File: src/rtl/button_shaper_pkg.sv
// Shared types and helpers for the multi-channel push-button conditioner.
// Optional feature macro: BUTTON_SHAPER_MULTI_REPEAT_EN (hold-to-repeat pulses).
package button_shaper_pkg;

  localparam int STATE_W = 3;

  typedef enum logic [STATE_W-1:0] {
    IDLE     = 3'd0,
    PRESS_DB = 3'd1,
    PULSE    = 3'd2,
    HELD     = 3'd3,
    REL_DB   = 3'd4,
    REPEAT   = 3'd5
  } chan_state_e;

  // Wide enough to hold the largest terminal count without wrapping.
  function automatic int cnt_width(input int a, input int b, input int c);
    int m;
    m = a;
    if (b > m) m = b;
    if (c > m) m = c;
    return $clog2(m + 1);
  endfunction

endpackage

File: src/rtl/button_shaper_multi_if.sv
// Button-side bundle: raw active-low buttons in, shaped pulse/held flags out.
// Optional feature macro: BUTTON_SHAPER_MULTI_REPEAT_EN (no effect on this bundle).
interface button_shaper_multi_if #(
  parameter int N_BTN = 4
);
  logic [N_BTN-1:0] button_in;
  logic [N_BTN-1:0] pulse_out;
  logic [N_BTN-1:0] held_out;
  logic             any_pulse;

  modport master (output button_in, input pulse_out, held_out, any_pulse);
  modport slave  (input button_in, output pulse_out, held_out, any_pulse);
endinterface

File: src/rtl/button_shaper_chan.sv
// One button channel: 2-flop synchroniser, debounce FSM and counters.
// Macro BUTTON_SHAPER_MULTI_REPEAT_EN adds the REPEAT state with delay/period counting.
module button_shaper_chan
  import button_shaper_pkg::*;
#(
  parameter int DEBOUNCE_CYCLES = 16,
  parameter int REPEAT_DELAY    = 1000,
  parameter int REPEAT_PERIOD   = 250
) (
  input  logic clk,
  input  logic rst,
  input  logic button_in,
  output logic pulse_out,
  output logic held_out
);

  localparam int CNT_W = cnt_width(DEBOUNCE_CYCLES, REPEAT_DELAY, REPEAT_PERIOD);
  localparam logic [CNT_W-1:0] DB_LAST = CNT_W'(DEBOUNCE_CYCLES - 1);

  logic sync_p0, sync_p1;
  chan_state_e state, state_nxt;
  logic [CNT_W-1:0] cnt, cnt_nxt;

`ifdef BUTTON_SHAPER_MULTI_REPEAT_EN
  localparam logic [CNT_W-1:0] RPT_DELAY_LAST  = CNT_W'(REPEAT_DELAY - 1);
  localparam logic [CNT_W-1:0] RPT_PERIOD_LAST = CNT_W'(REPEAT_PERIOD - 1);
  logic [CNT_W-1:0] rpt_cnt, rpt_nxt;
  logic first, first_nxt;
`endif

  // Stage p0/p1: synchroniser, idles at released (1)
  always_ff @(posedge clk) begin
    if (!rst) begin
      sync_p0 <= 1'b1;
      sync_p1 <= 1'b1;
    end else begin
      sync_p0 <= button_in;
      sync_p1 <= sync_p0;
    end
  end

  always_ff @(posedge clk) begin
    if (!rst) begin
      state <= IDLE;
      cnt   <= '0;
`ifdef BUTTON_SHAPER_MULTI_REPEAT_EN
      rpt_cnt <= '0;
      first   <= 1'b0;
`endif
    end else begin
      state <= state_nxt;
      cnt   <= cnt_nxt;
`ifdef BUTTON_SHAPER_MULTI_REPEAT_EN
      rpt_cnt <= rpt_nxt;
      first   <= first_nxt;
`endif
    end
  end

  // Moore outputs depend on state only; unused encodings fall back to IDLE
  always_comb begin
    state_nxt = state;
    cnt_nxt   = cnt;
    pulse_out = 1'b0;
    held_out  = 1'b0;
`ifdef BUTTON_SHAPER_MULTI_REPEAT_EN
    rpt_nxt   = rpt_cnt;
    first_nxt = first;
`endif
    case (state)
      IDLE: begin
        if (!sync_p1) begin
          state_nxt = PRESS_DB;
          cnt_nxt   = '0;
        end
      end
      PRESS_DB: begin
        if (sync_p1)             state_nxt = IDLE;
        else if (cnt == DB_LAST) state_nxt = PULSE;
        else                     cnt_nxt   = cnt + CNT_W'(1);
      end
      PULSE: begin
        pulse_out = 1'b1;
        held_out  = 1'b1;
        state_nxt = HELD;
`ifdef BUTTON_SHAPER_MULTI_REPEAT_EN
        rpt_nxt   = '0;
        first_nxt = 1'b1;
`endif
      end
      HELD: begin
        held_out = 1'b1;
        if (sync_p1) begin
          state_nxt = REL_DB;
          cnt_nxt   = '0;
        end
`ifdef BUTTON_SHAPER_MULTI_REPEAT_EN
        else if (rpt_cnt == (first ? RPT_DELAY_LAST : RPT_PERIOD_LAST)) state_nxt = REPEAT;
        else rpt_nxt = rpt_cnt + CNT_W'(1);
`endif
      end
      REL_DB: begin
        held_out = 1'b1;
        if (!sync_p1) begin
          state_nxt = HELD;
`ifdef BUTTON_SHAPER_MULTI_REPEAT_EN
          rpt_nxt   = '0;
`endif
        end else if (cnt == DB_LAST) state_nxt = IDLE;
        else                         cnt_nxt   = cnt + CNT_W'(1);
      end
`ifdef BUTTON_SHAPER_MULTI_REPEAT_EN
      REPEAT: begin
        pulse_out = 1'b1;
        held_out  = 1'b1;
        state_nxt = HELD;
        rpt_nxt   = '0;
        first_nxt = 1'b0;
      end
`endif
      default: state_nxt = IDLE;
    endcase
  end

endmodule

File: src/rtl/button_shaper_multi.sv
// N-channel push-button conditioner: independent shaper per button plus an any-pulse OR.
// Macro BUTTON_SHAPER_MULTI_REPEAT_EN enables hold-to-repeat pulses in every channel.
module button_shaper_multi
  import button_shaper_pkg::*;
#(
  parameter int N_BTN           = 4,
  parameter int DEBOUNCE_CYCLES = 16,
  parameter int REPEAT_DELAY    = 1000,
  parameter int REPEAT_PERIOD   = 250
) (
  input logic                 clk,
  input logic                 rst,
  button_shaper_multi_if.slave bus
);

  logic [N_BTN-1:0] pulse_vec;
  logic [N_BTN-1:0] held_vec;

  for (genvar i = 0; i < N_BTN; i++) begin : g_chan
    button_shaper_chan #(
      .DEBOUNCE_CYCLES(DEBOUNCE_CYCLES),
      .REPEAT_DELAY   (REPEAT_DELAY),
      .REPEAT_PERIOD  (REPEAT_PERIOD)
    ) u_chan (
      .clk      (clk),
      .rst      (rst),
      .button_in(bus.button_in[i]),
      .pulse_out(pulse_vec[i]),
      .held_out (held_vec[i])
    );
  end

  assign bus.pulse_out = pulse_vec;
  assign bus.held_out  = held_vec;
  assign bus.any_pulse = |pulse_vec;

endmodule

File: src/flat_wrapper.sv
// flat-port wrapper written by rule: the top's interface ports become plain ports
module button_shaper_multi_flat import button_shaper_pkg::*;
#(
  parameter int N_BTN           = 4,
  parameter int DEBOUNCE_CYCLES = 16,
  parameter int REPEAT_DELAY    = 1000,
  parameter int REPEAT_PERIOD   = 250
)
  (clk, rst, bus_button_in, bus_pulse_out, bus_held_out, bus_any_pulse);
  button_shaper_multi_if #(.N_BTN(N_BTN)) bus_i ();
  input logic clk;
  input logic rst;
  input wire logic [$bits(bus_i.button_in)-1:0] bus_button_in;
  output wire logic [$bits(bus_i.pulse_out)-1:0] bus_pulse_out;
  output wire logic [$bits(bus_i.held_out)-1:0] bus_held_out;
  output wire logic [$bits(bus_i.any_pulse)-1:0] bus_any_pulse;
  assign bus_i.button_in = bus_button_in;
  assign bus_pulse_out = bus_i.pulse_out;
  assign bus_held_out = bus_i.held_out;
  assign bus_any_pulse = bus_i.any_pulse;
  button_shaper_multi #(.N_BTN(N_BTN), .DEBOUNCE_CYCLES(DEBOUNCE_CYCLES), .REPEAT_DELAY(REPEAT_DELAY), .REPEAT_PERIOD(REPEAT_PERIOD)) u_core (.clk(clk), .rst(rst), .bus(bus_i));
endmodule
File: config.mk
export PLATFORM = sky130hd
export DESIGN_NAME = button_shaper_multi_flat
export DESIGN_NICKNAME = d
export VERILOG_FILES = /design/src/rtl/button_shaper_pkg.sv /design/src/rtl/button_shaper_multi_if.sv /design/src/rtl/button_shaper_chan.sv /design/src/rtl/button_shaper_multi.sv /design/src/flat_wrapper.sv
export SDC_FILE = /design/constraint.sdc
export NUM_CORES = 1
export LEC_CHECK = 0
export BUFFER_PORTS_ARGS = -buffer_cell sky130_fd_sc_hd__buf_2
export CAP_MARGIN = 20
export CORE_AREA = 4 4 91 110
export DETAILED_ROUTE_END_ITERATION = 8
export DIE_AREA = 0 0 95 114
export REMOVE_ABC_BUFFERS = 1
export SYNTH_ARGS = -nofsm -noshare
export SYNTH_HDL_FRONTEND = slang
export SYNTH_HIERARCHICAL = 1
export SYNTH_SLANG_ARGS = --single-unit
export TNS_END_PERCENT = 10
File: constraint.sdc
create_clock -name clk -period 4.1 [get_ports clk]
set_clock_uncertainty 0.1 [all_clocks]
set_input_delay 0.41 -clock clk [delete_from_list [all_inputs] [get_ports clk]]
set_output_delay 0.41 -clock clk [all_outputs]
set_load 0.05 [all_outputs]
==> out/qor.txt <==
==================================================================================
Outcome                                                               complete, no violations
Clock latency at the later pin of the worst-skew pair                      0.34 ns
Instance area after placement                                          0.00348 mm2
Overflow left after global routing                                               0
Hold-fix buffers, CTS                                                            0
Count of nets left with antenna violations after detail routing                  0
Vias in the first global route                                                2612
Fillcell total                                                                 946
Critical path class                                                   flop to primary output
Post-synth design cell area                                            0.00336 mm2
Biggest fanout along the worst timing path                                       9
Area occupied by multi-input gates                                     0.00203 mm2
Slew headroom                                                                57.8%
Gr usage total                                                               14.0%
Hold Fails Final Rpt                                                             0
Asr flop ratio synth                                                            0%
Clock period minus worst slack                                             2.39 ns
Portion of synthesized cell area occupied by the leading cell type           35.8%
Routed wire length                                                         6950 um
Post-detailed-placement half-perimeter wirelength                          4830 um
Worst-Margin Slew                                                         0.633 ns
Reported max-cap violation count                                                 0
Detail-routed net length per standard cell                                 13.1 um
Number of flops mapped to enable cells by yosys                                  0
Data required time at the worst endpoint                                   3.59 ns
Leak pwr                                                                0.00137 uW
TritonCTS clock tree                                                          done
Element type at the critical path start                                       flop
Number of sinks on the clock net                                                60
Synth cell types                                                                37
Type of the most critical hold path                                   input pin to flop
Sort of element at the end of the critical path                       primary output
Ranking of synthesized cells by instance count                        dfxtp_1, nand3_1, a21oi_1
Root cell of the clock tree                                               clkbuf_8
Core Box Area                                                          0.00894 mm2
Ranking of synthesized cells by area                                  dfxtp_1, nand3_1, a21oi_1, and3_1, a2111oi_4
Depth of the worst hold-timing path                                              2
Number of rows created at floorplan                                             38
Register clock-pin slew on the reported worst setup and hold paths         0.07 ns
Number of warning messages in the yosys log                                      6
Gate Count Post-Synth                                                          397
Synth Register Bits                                                             60
Global-route wire length before repair                                    11900 um
Library cell occupying the most area in the post-synthesis netlist         dfxtp_1
Total negative setup slack                                                    0 ns
Slew Viols, Final                                                                0
Total of buffers placed on input and output ports                               14
Fraction of the yosys area taken by sequential cells                         35.8%
Antenna violations before repair                                                 0
Area enclosed by the die boundary                                       0.0108 mm2
Drt pass-1 iters                                                                 4
RSZ-0062 raised after global routing                                            no
Syn Area/Cell                                                             8.45 um2
Post-CTS setup repair buffer count                                               0
Count leader, synth                                                        dfxtp_1
Final weighted congestion in routability-driven placement                    0.829
DR iter-0 viols                                                                105
Final layout net count                                                         416
H-tree depth reported by CTS                                                     3
Height of the die                                                           114 um
Total power per unit cell area                                          352 mW/mm2
Via Count                                                                     2880
Buffers from clock root to sink, at most                                         2
Antenna diode count                                                              0
Worst reg-to-reg path cell count                                                 5
Max Clk Rate                                                               419 MHz
Die outline width                                                            95 um
CTS buffer count                                                                 9
Data arrival at the endpoint of the critical path                          1.88 ns
Post-CTS Resized                                                                 0
Primary FF master, synth                                                   dfxtp_1
Footprint of the flip-flops and latches                                0.00120 mm2
Share of final-layout standard cells stronger than drive strength 1          12.9%
Pin count of the biggest net entering global routing                            41
Total DRC errors in the routed layout                                            0
Initial Util                                                                 37.5%
Layout overhead on the synthesized area                                      11.2%
Number of vias per cell after detailed routing                                5.42
Ports placed on the boundary                                                    15
Endpoints failing setup                                                          0
Final Cycle Share                                                            58.3%
Maximum VDD drop                                                          0.127 mV
Post-route cell area                                                   0.00373 mm2
==================================================================================
-- metal layers --
layer,vias up,track usage [%],routed length [um]
li1,1476,-,-
met1,1360,16.6,3200
met2,31,22.3,3320
met3,13,3.96,234
met4,0,7.80,195
met5,-,0,0
-- worst max-delay path, cell delays in order (launching register included) --
cell and delay [ns]:
dfxtp_1 0.52, or2b_1 0.22, nor2_1 0.08, or4_1 0.50, buf_2 0.22
-- sequential cells by signal, indices dropped and copies added, names as in the netlist --
name	count
u_core/g_chan.u_chan/cnt	40
u_core/g_chan.u_chan/state	12
u_core/g_chan.u_chan/sync_p0	4
u_core/g_chan.u_chan/sync_p1	4
-- path summary, 6_finish.rpt --
path,from,slack [ns],endpoint
worst max-delay path,u_core/g_chan[0].u_chan/state[2],1.71,bus_any_pulse
worst min-delay path,bus_button_in[3],0.14,u_core/g_chan[3].u_chan/sync_p0
worst max register to register,u_core/g_chan[3].u_chan/state[0],2.08,u_core/g_chan[3].u_chan/cnt[9]
worst min register to register,u_core/g_chan[2].u_chan/sync_p0,0.31,u_core/g_chan[2].u_chan/sync_p1
-- final cells by class --
class | count | share of cell area (%)
clock buffers | 12 | 4.16
well taps | 120 | 4.02
clock inverters | 4 | 2.55
repair buffers | 14 | 1.88
inverters | 8 | 0.805
flip-flops and latches | 60 | 32.2
multi-input cells | 313 | 54.4
-- report_power, final --
group | leakage, uW | internal, uW | total, uW | switching (uW)
logic | 0.000755 | 18.1 | 46.2 | 28.1
clock network | 0.000127 | 436 | 671 | 234
registers | 0.000486 | 589 | 598 | 9.50
total | 0.00137 | 1040 | 1320 | 272
-- cells by family (layout without fill, tap and decap cells) --
kind of cell             after synthesis  in the layout  share of synthesized area, %
AND/OR/NAND/NOR                      185            185                          31.1
AO/OA/AOI/OAI                        108            108                          23.6
flip-flops                            60             60                          35.8
buffers and inverters                 24             38                          3.73
XOR/XNOR                              12             12                          3.13
adder cells (fa/ha/maj)                4              4                          1.49
multiplexers                           4              4                          1.19
-- per-stage QoR --
step / power [uW] / worst slack, ns / hold WS (ns) / util (%) / cells
after floorplan: 641 / 1.68 / 0.286 / - / 381
after global placement: 657 / 2.11 / 0.287 / 38.9 / 515
after detailed placement: 658 / 2.09 / 0.292 / 38.9 / 515
after CTS: 1330 / 1.71 / 0.123 / 41.7 / 531
after global routing: 1370 / 1.59 / 0.131 / 41.7 / 531
final: 1320 / 1.71 / 0.143 / 41.7 / 531
-- layout by cell type, fill, tap and decap left out, types with 11 or more instances in the layout --
cell and count:
dfxtp_1 60, nand3_1 36, a21oi_1 32, nor2_1 24, nand2_1 24, o21ai_0 20
and3_1 20, nor2b_1 16, buf_2 14, nand3b_1 12, xor2_1 12, nand2b_1 12
clkbuf_8 11
Power figures use the tool's default switching activity.
